==> src/rtl/uart_pkg.sv <==
// Shared constants for the UART transmitter: line-source select codes
// driven by the TX control FSM and the parity-type encoding.
package uart_pkg;

   localparam logic [1:0] MUX_STOP  = 2'b00;
   localparam logic [1:0] MUX_START = 2'b01;
   localparam logic [1:0] MUX_SER   = 2'b10;
   localparam logic [1:0] MUX_PAR   = 2'b11;

   localparam logic PAR_EVEN = 1'b0;
   localparam logic PAR_ODD  = 1'b1;

endpackage

==> src/rtl/uart_parity_calc.sv <==
// Registered parity generator: captures the parity of a DATA_WIDTH-bit word
// on the load strobe; par_typ selects even (0) or odd (1) parity.
module uart_parity_calc #(
   parameter int DATA_WIDTH = 8
) (
   input  logic                  CLK,
   input  logic                  RST,
   input  logic                  load,
   input  logic [DATA_WIDTH-1:0] data,
   input  logic                  par_typ,
   output logic                  par_bit
);

   logic par_bit_reg;

   always_ff @(posedge CLK or negedge RST) begin
      if (!RST) begin
         par_bit_reg <= 1'b0;
      end else if (load) begin
         par_bit_reg <= (^data) ^ par_typ;
      end
   end

   assign par_bit = par_bit_reg;

endmodule

==> src/rtl/uart_tx_datapath.sv <==
// UART transmitter data path: byte capture, LSB-first serializer, bit counter
// and registered line mux. Parity generation is present only with UART_TX_PARITY_EN.
module uart_tx_datapath
   import uart_pkg::*;
#(
   parameter int DATA_WIDTH = 8
) (
   input  logic                  CLK,
   input  logic                  RST,
   input  logic [DATA_WIDTH-1:0] P_DATA,
   input  logic                  DATA_VALID,
   input  logic                  busy,
   input  logic                  PAR_TYP,
   input  logic                  ser_en,
   input  logic [1:0]            mux_sel,
   output logic                  ser_done,
   output logic                  TX_OUT
);

   localparam int CNT_W = $clog2(DATA_WIDTH);
   localparam logic [CNT_W-1:0] CNT_MAX = CNT_W'(DATA_WIDTH - 1);

   logic [DATA_WIDTH-1:0] shreg_reg;
   logic [DATA_WIDTH-1:0] shreg_next;
   logic [CNT_W-1:0]      bit_cnt_reg;
   logic [CNT_W-1:0]      bit_cnt_next;
   logic                  tx_out_reg;
   logic                  mux_out;
   logic                  par_bit;
   logic                  load;
   logic                  shift;

   // A new byte is accepted when idle, or during the stop bit for gapless frames.
   assign load  = DATA_VALID && (!busy || (mux_sel == MUX_STOP));
   assign shift = ser_en && (mux_sel == MUX_SER);

   assign ser_done = shift && (bit_cnt_reg == CNT_MAX);

`ifdef UART_TX_PARITY_EN
   uart_parity_calc #(
      .DATA_WIDTH (DATA_WIDTH)
   ) u_parity (
      .CLK     (CLK),
      .RST     (RST),
      .load    (load),
      .data    (P_DATA),
      .par_typ (PAR_TYP),
      .par_bit (par_bit)
   );
`else
   logic unused_par_typ;
   assign unused_par_typ = PAR_TYP;
   assign par_bit        = 1'b1;
`endif

   // Load has priority over shift if a misbehaving FSM asserts both.
   always_comb begin
      shreg_next   = shreg_reg;
      bit_cnt_next = bit_cnt_reg;
      if (load) begin
         shreg_next   = P_DATA;
         bit_cnt_next = '0;
      end else begin
         if (shift) begin
            shreg_next = shreg_reg >> 1;
         end
         if (!ser_en) begin
            bit_cnt_next = '0;
         end else if (shift && (bit_cnt_reg != CNT_MAX)) begin
            bit_cnt_next = bit_cnt_reg + 1'b1;
         end
      end
   end

   always_comb begin
      mux_out = 1'b1;
      case (mux_sel)
         MUX_START: mux_out = 1'b0;
         MUX_SER:   mux_out = shreg_reg[0];
         MUX_PAR:   mux_out = par_bit;
         default:   mux_out = 1'b1;
      endcase
   end

   always_ff @(posedge CLK or negedge RST) begin
      if (!RST) begin
         shreg_reg   <= '0;
         bit_cnt_reg <= '0;
         tx_out_reg  <= 1'b1;
      end else begin
         shreg_reg   <= shreg_next;
         bit_cnt_reg <= bit_cnt_next;
         tx_out_reg  <= mux_out;
      end
   end

   assign TX_OUT = tx_out_reg;

endmodule

==> config.mk <==
export PLATFORM = sky130hd
export DESIGN_NAME = uart_tx_datapath
export DESIGN_NICKNAME = d
export VERILOG_FILES = /design/src/rtl/uart_pkg.sv /design/src/rtl/uart_parity_calc.sv /design/src/rtl/uart_tx_datapath.sv
export SDC_FILE = /design/constraint.sdc
export NUM_CORES = 1
export LEC_CHECK = 0
export BUFFER_PORTS_ARGS = -buffer_cell sky130_fd_sc_hd__buf_2
export CORE_ASPECT_RATIO = 1.1
export CORE_MARGIN = 1.5
export CORE_UTILIZATION = 30
export DETAILED_ROUTE_END_ITERATION = 10
export GPL_TIMING_DRIVEN = 0
export PLACE_DENSITY = 0.59
export SLEW_MARGIN = 15
export SYNTH_ARGS = -nofsm -noshare
export SYNTH_HDL_FRONTEND = slang
export SYNTH_SLANG_ARGS = --single-unit
==> constraint.sdc <==
create_clock -name CLK -period 1.99 [get_ports CLK]
set_clock_uncertainty 0.05 [all_clocks]
set_input_delay 0.0995 -clock CLK [delete_from_list [all_inputs] [get_ports CLK]]
set_output_delay 0.0995 -clock CLK [all_outputs]
set_load 0.005 [all_outputs]
# Yosys cells after proc, flatten, opt, wreduce, memory -nomap -nowiden
# Cells that the tools add are included.
[op_classes] bitwise=0 n_mux=6 order_cmp=0 multipliers=0 div=0 shifts=0 eq_ne=5 n_reduce_logical=8 addsub=1
[ops] op="2-to-1 mux 8 bit" count=2
[ops] op="2-to-1 mux 3 bit" count=3
[ops] op="logical AND 1 bit" count=4
[ops] op="adder 3 x 1 -> 3 bit (second input constant)" count=1
[ops] op="equality test 3 bit (second input constant)" count=1
[ops] op="!= test 3 x 1 -> 1 bit (second input constant)" count=1
[ops] op="!= test 3 bit (second input constant)" count=1
[ops] op="equality test 2 x 1 -> 1 bit (second input constant)" count=1
[ops] op="equality test 2 bit (second input constant)" count=1
[ops] op="logical NOT 2 bit" count=1
[ops] op="one-hot mux 1 bit (2 select lines)" count=1
[ops] op="nonzero test 2 bit" count=1
[ops] op="logical NOT 1 bit" count=1
[ops] op="logical OR 1 bit" count=1
[totals] latchBits=0 wordCells=23 mem_bits_rw=0 in_bits=16 rom_bits=0 memories=0 register_bits=12

# Depth between registers and ports, before layout
# Gate-level depths: netlist of the first run.
[depth] ltp_word=6 depth_mapped=5 depth_no_buf=5

# Worst setup path after synthesis of the first run
# No wires, ideal clock.
[synth_path] kind="reg2reg" from="register bit_cnt_reg[0]" to="register bit_cnt_reg[1]" period_less_slack_ps=1728 setup_time_ps=120 setup_slack_ps=262 arrival_ps=1558 path_stages_with_launch=6 cell_sequence="dfrtp_1 -> ha_1 -> ha_1 -> and4bb_1 -> mux2_2 -> and3_1"
[synth_between] elab_chain_cells=4 elab_cells_between_ends=7 cone_classes="add/sub: 1; eq/ne: 2; mux: 3; reduce/logical: 1"
[synth_lines] item="start: declaration" line="uart_tx_datapath.sv:25" source="logic [CNT_W-1:0] bit_cnt_reg;"
[synth_lines] item="start signal: assignment" line="uart_tx_datapath.sv:92" source="bit_cnt_reg <= bit_cnt_next;"
[synth_lines] item="adder 3 x 1 -> 3 bit" line="uart_tx_datapath.sv:70" source="bit_cnt_next = bit_cnt_reg + 1'b1;"
[synth_lines] item="2-to-1 mux 3 bit" line="uart_tx_datapath.sv:69" source="end else if (shift && (bit_cnt_reg != CNT_MAX)) begin"
[synth_lines] item="2-to-1 mux 3 bit" line="uart_tx_datapath.sv:67" source="if (!ser_en) begin"
[synth_lines] item="2-to-1 mux 3 bit" line="uart_tx_datapath.sv:60" source="if (load) begin"
# Several ways; a longest one is shown, not always the timed one. The select of a mux whose other input is x is not followed.
# A chain may end at the register's enable or synchronous reset.

# Worst setup path in the final report of the first run
# Ends and elaborated chain as after synthesis.

==> metrics.md, run 1 <==
| Metric | Value |
|---|---|
| Sequential share of the synthesized area | 46.5% |
| Clock Tree Buf Depth | 2 |
| IO Port Bufs | 16 |
| Setup Buffers After CTS | 0 |
| VDD IR max | 0.411 mV |
| Power per cell area | 707 mW/mm2 |
| Post-synthesis simple-gate area fraction | 10.2% |
| CTS root buf | clkbuf_4 |
| Syn Nets | 64 |
| #FFs+latches synth | 12 |
| Io pins | 18 |
| Syn Area/Cell | 14.1 um2 |
| LEAKAGE | 0.000462 uW |
| Largest net degree at the start of global routing | 13 |
| Final nets | 91 |
| Post-synthesis mux area share | 34.9% |
| Worst-path fanout max | 3 |
| Die W | 47.3 um |
| Final period utilization | 89.9% |
| H-tree depth reported by CTS | 1 |
| Synth Warn # | 0 |
| Worst-margin pin slew | 266 ps |
| WS Path Type | reg2reg |
| Final antenna-violating net count | 0 |
| Max reg flops | 8 |
| Post_cts resized | 0 |
| Die Span Y | 51.8 um |
| RSZ-0062 raised after global routing | false |
| Critical path endpoint category | register |
| Synth Area in Adders | 3.86% |
| Top-area cell type share of the netlist area | 42.5% |
| Global-route wire length before repair | 1680 um |
| Commonest cells after routing, fill and taps aside | buf_2, dfrtp_1, mux2_1, mux2_4, dlygate4sd3_1 |
| Combinational family with the most area after synthesis | multiplexers |
| Number of library cell types mapped by synthesis | 16 |
| Synthesis-to-finish area growth | 32.6% |
| Most common cell after layout, fill and taps aside | buf_2 |
| Worst setup SP type | register |
| Final Worst Setup Slack | 200 ps |
| Worst-path clk slew | 80 ps |
| Final setup violation count | 0 |
| Slew Viols, Final | 0 |
| Filler cells | 190 |
| Initial drt markers | 0 |
| Worst-Skew Late Latency | 270 ps |
| Clock tree sinks | 12 |
| Post-synthesis cell count | 46 |
| CP Data Required Time | 2100 ps |
| Initial antenna violation count | 0 |
| Outcome | complete, no violations |
| Fin. Hold Viols | 0 |
| WL/cell | 10.7 um |
| Detailed Routing Iterations Pass 1 | 1 |
| Via count | 422 |
| Detailed Place HPWL | 766 um |
| Routed vias/inst | 4.22 |
| ANT cells | 0 |
| Compound-Gate Fraction of Synth Area | 0.772% |
| Vias in the first global route | 391 |
| Synth area leader | dfrtp_1 |
| Rows | 17 |
| Fin crit period | 1790 ps |
| Cts hold-fix bufs | 5 |
| DRC Markers | 0 |
| Area taken by multi-input logic gates | 332 um2 |
| Top cells by area, synth | dfrtp_1, mux2_4, mux2_1 |
| Min-Delay Path Class | in2reg |
| Total GRT Usage | 10.4% |
| CTS tree | built |
| Setup WS pre-CTS | 204 ps |
| Gpl congestion | 0.620 |
| Num CTS Buffers | 3 |
| Worst path arrival time | 1900 ps |
| Sequential Area | 302 um2 |
| WL final | 1070 um |
| MaxCap Viol Count | 0 |
| Overall power | 607 uW |
| Die area | 0.00245 mm2 |
| Core ar. | 0.00202 mm2 |
| Setup TNS | 0 ps |
| Slew headroom | 82.2% |
| Fmax achieved | 559 MHz |
| Initial Util | 32.1% |
| Xor and xnor area share after synthesis | 1.35% |
| Synth Cell Area | 648 um2 |
| Layout cells sized above 1 | 44.4% |
| GRT overflow | 0 |
routing by layer:
metal / GRT usage (%) / vias to the layer above / share of wire [%]
met4: 5.56 / 0 / 1.5
met5: 0 / - / 0
met3: 4.17 / 2 / 5.1
met2: 15.5 / 14 / 47
met1: 12.4 / 190 / 46
li1: - / 216 / -
worst paths after layout:
| kind | start | to | slack [ps] | depth (start not counted) |
|---|---|---|---|---|
| max in group asynchronous | RST | TX_OUT | 1450 | 2 |
| min | mux_sel[1] | TX_OUT | 9 | 2 |
| max reg2reg | bit_cnt_reg[0] | bit_cnt_reg[1] | 200 | 5 |
| min in group asynchronous | RST | bit_cnt_reg[0] | 180 | 2 |
| max | bit_cnt_reg[0] | bit_cnt_reg[1] | 200 | 5 |
| min reg2reg | shreg_reg[7] | shreg_reg[7] | 490 | 2 |
critical path, cell delays in order, from the launching register on:
cell and delay [ps]:
dfrtp_1 400, ha_1 200, ha_1 180, and4bb_1 340, mux2_2 340, and3_1 170
cells by family after synthesis:
logic type / after synthesis
and+or+nand+nor: 9
AOI/OAI and AO/OA: 1
DFF: 12
buffers and inverters: 3
adders and majority gates: 2
muxes: 18
xor gates and xnor gates: 1
cell usage after synthesis:
library cell  instances
xor2_1                1
inv_1                 2
and4bb_1              1
nor2_1                2
nand2_1               2
mux2_2                2
mux2_1                7
o21ai_0               1
nand3b_4              1
mux2_4                7
buf_4                 1
and3_1                3
dfrtp_1              11
dfstp_2               1
ha_1                  2
mux2i_1               2
area by class of cell:
class                           count  share of cell area [%]
Multi-Input combinational cell     31                    38.6
Tap cell                           28                    4.08
Buffer                              1                   0.873
Clock buffer                        4                    4.22
Timing Repair Buffer               22                    16.3
Inverter                            2                   0.873
Sequential cell                    12                    35.1
power breakdown:
group / switching, uW / total, uW / leakage [uW] / internal [uW]
clock network: 80.2 / 191 / 0.0000210 / 111
logic: 41.9 / 124 / 0.000294 / 82.3
registers: 14.2 / 292 / 0.000147 / 278
stage by stage:
stage                     cells  utilization [%]  instance area (um2)  hold slack, ps
after floorplan              46                -                  648            -246
after global placement       90             37.8                  763           -58.9
after detailed placement     90             37.8                  763           -55.2
after CTS                    99             42.0                  850            3.90
after global routing        100             42.5                  860            2.35
final                       100             42.5                  860            9.42
No activity file was read; power rests on OpenSTA's default activity.
==> run 2, diff against run 1 <==
==> constraint.sdc (replaced) <==
create_clock -name CLK -period 1.99 [get_ports CLK]
set_clock_uncertainty 0.05 [all_clocks]
set_input_delay 0.2985 -clock CLK [delete_from_list [all_inputs] [get_ports CLK]]
set_output_delay 0.2985 -clock CLK [all_outputs]
set_load 0.005 [all_outputs]
==> metrics.md, run 2 (same netlist as run 1, synthesis figures left out) <==
| Metric | Value |
|---|---|
| LEAKAGE | 0.000441 uW (was 0.000462 uW) |
| Min-Delay Path Class | in2reg (unchanged) |
| Io pins | 18 (unchanged) |
| Setup TNS | 0 ps (unchanged) |
| Gpl congestion | 0.620 (unchanged) |
| Metal3 WL | 56 um (was 54 um) |
| Worst setup path end | bit_cnt_reg[1] (unchanged) |
| H-tree depth reported by CTS | 1 (unchanged) |
| Final nets | 86 (was 91) |
| Worst path arrival time | 1900 ps (about the same) |
| Critical path endpoint category | register (unchanged) |
| Max reg flops | 8 (unchanged) |
| Core ar. | 0.00202 mm2 (unchanged) |
| Crit path buffers/inverters | 0 (unchanged) |
| MaxCap Viol Count | 0 (unchanged) |
| Power per cell area | 741 mW/mm2 (was 707 mW/mm2) |
| Slowest stage delay, CP | 400 ps (about the same) |
| CTS tree | built (unchanged) |
| Slew headroom | 82.2% (unchanged) |
| Cell mode on critical path | ha_1 (unchanged) |
| Clock Tree Buf Depth | 2 (unchanged) |
| Commonest cells after routing, fill and taps aside | buf_2, dfrtp_1, mux2_1, mux2_4 (was buf_2, dfrtp_1, mux2_1, mux2_4, dlygate4sd3_1) |
| Worst-path clk slew | 80 ps (about the same) |
| R2r endpoint | bit_cnt_reg[1] (unchanged) |
| Synthesis-to-finish area growth | 24.9% (was 32.6%) |
| Routed vias/inst | 4.27 (was 4.22) |
| RSZ-0062 raised after global routing | false (unchanged) |
| Rows | 17 (unchanged) |
| CP cell instances | ha_1, ha_1, and4bb_1, mux2_2, and3_1 (unchanged) |
| ANT cells | 0 (unchanged) |
| Largest net degree at the start of global routing | 13 (unchanged) |
| Overall power | 600 uW (was 607 uW) |
| Die Span Y | 51.8 um (unchanged) |
| Worst setup SP type | register (unchanged) |
| Setup Buffers After CTS | 0 (unchanged) |
| Num CTS Buffers | 3 (unchanged) |
| Vias in the first global route | 379 (was 391) |
| Final setup violation count | 0 (unchanged) |
| Detailed Place HPWL | 766 um (unchanged) |
| CP Data Required Time | 2100 ps (about the same) |
| CP startpoint | bit_cnt_reg[0] (unchanged) |
| Slew Viols, Final | 0 (unchanged) |
| R2r setup slk | 200 ps (about the same) |
| Filler cells | 196 (was 190) |
| Die W | 47.3 um (unchanged) |
| Total GRT Usage | 10.3% (was 10.4%) |
| Worst-path fanout max | 3 (unchanged) |
| Met1 Routed Length | 473 um (was 493 um) |
| DP Area | 763 um2 (unchanged) |
| Final period utilization | 89.9% (unchanged) |
| WL/cell | 11.0 um (was 10.7 um) |
| Fmax achieved | 559 MHz (unchanged) |
| Initial antenna violation count | 0 (unchanged) |
| Initial drt markers | 0 (unchanged) |
| Final instance count without filler cells | 95 (was 100) |
| CP delay by family, top | simple AND/OR/NAND/NOR gates (unchanged) |
| IO Port Bufs | 16 (unchanged) |
| Placed cell count | 90 (unchanged) |
| Layout cells sized above 1 | 47.8% (was 44.4%) |
| Final instance area | 810 um2 (was 860 um2) |
| Final antenna-violating net count | 0 (unchanged) |
| Fin. Hold Viols | 0 (unchanged) |
| CTS root buf | clkbuf_4 (unchanged) |
| GRT overflow | 0 (unchanged) |
| Outcome | complete, no violations (unchanged) |
| VDD IR max | 0.405 mV (was 0.411 mV) |
| Fin crit period | 1790 ps (unchanged) |
| Detailed Routing Iterations Pass 1 | 1 (unchanged) |
| Worst-margin pin slew | 266 ps (unchanged) |
| Die area | 0.00245 mm2 (unchanged) |
| Global-route wire length before repair | 1650 um (was 1680 um) |
| Reg2Reg Depth | 5 (unchanged) |
| Top sig layer | met4 (unchanged) |
| Most common cell after layout, fill and taps aside | buf_2 (unchanged) |
| WL final | 1040 um (was 1070 um) |
| DRC Markers | 0 (unchanged) |
| Slowest CP cell | dfrtp_1 (unchanged) |
| Initial Util | 32.1% (unchanged) |
| Critical R2R Launch | bit_cnt_reg[0] (unchanged) |
| CP Depth | 5 (unchanged) |
| Clock tree sinks | 12 (unchanged) |
| Via count | 406 (was 422) |
| WS Path Type | reg2reg (unchanged) |
| Met2 WL | 495 um (was 503 um) |
| Worst-Skew Late Latency | 270 ps (about the same) |
[run 2: cell types whose count changed in the layout (fill, tap and decap cells not counted)]
cell,delta
dlygate4sd3_1,-5
[run 2: worst min-delay path by stage]
stage	slack (ps)	cells after the start	start	endpoint
finish	180	2	mux_sel[0]	TX_OUT
global route	180	2	mux_sel[0]	TX_OUT
CTS	180	2	mux_sel[0]	TX_OUT
detailed placement	140	1	RST	shreg_reg[0]
global placement	140	1	RST	shreg_reg[0]
floorplan	-50	0	RST	bit_cnt_reg[0]
[run 2: area by class of cell]
class | instances | area (um2) | area share, %
inverter | 2 | 7.51 | 0.927
tap | 28 | 35.0 | 4.33
multi-input combinational | 31 | 332 | 41.0
timing repair buffer | 17 | 90.1 | 11.1
buffer | 1 | 7.51 | 0.927
clock buffer | 4 | 36.3 | 4.48
sequential | 12 | 302 | 37.2
[run 2: worst reg2reg max path, stage by stage (launching register included)]
cell	delay (ps)
dfrtp_1	400
ha_1	200
ha_1	180
and4bb_1	340
mux2_2	340
and3_1	170
[run 2: report_power, final]
group          switching (uW)  internal [uW]  total [uW]
combinational            40.9           76.0         117
sequential               14.2            278         292
clock                    80.2            111         191
total                     135            465         600
[run 2: repair_timing]
| action | CTS | global route |
|---|---|---|
| hold endpoints to repair | 11 | 0 |
| gates resized for setup | 0 | 0 |
| hold buffers | 1 | 0 |
[run 2: per-layer routing]
metal	track usage [%]	vias to the layer above
li1	-	206
met1	12.4	184
met2	15.1	14
met3	4.17	2
met4	5.56	0
met5	0	-
[run 2: metrics by stage]
step | setup WS, ps | utilization, % | hold slack [ps]
floorplan | 262 | - | -47.1
global placement | 189 | 37.8 | 140
detailed placement | 204 | 37.8 | 144
CTS | 191 | 40.1 | 181
global route | 140 | 40.1 | 182
finish | 200 | 40.1 | 181
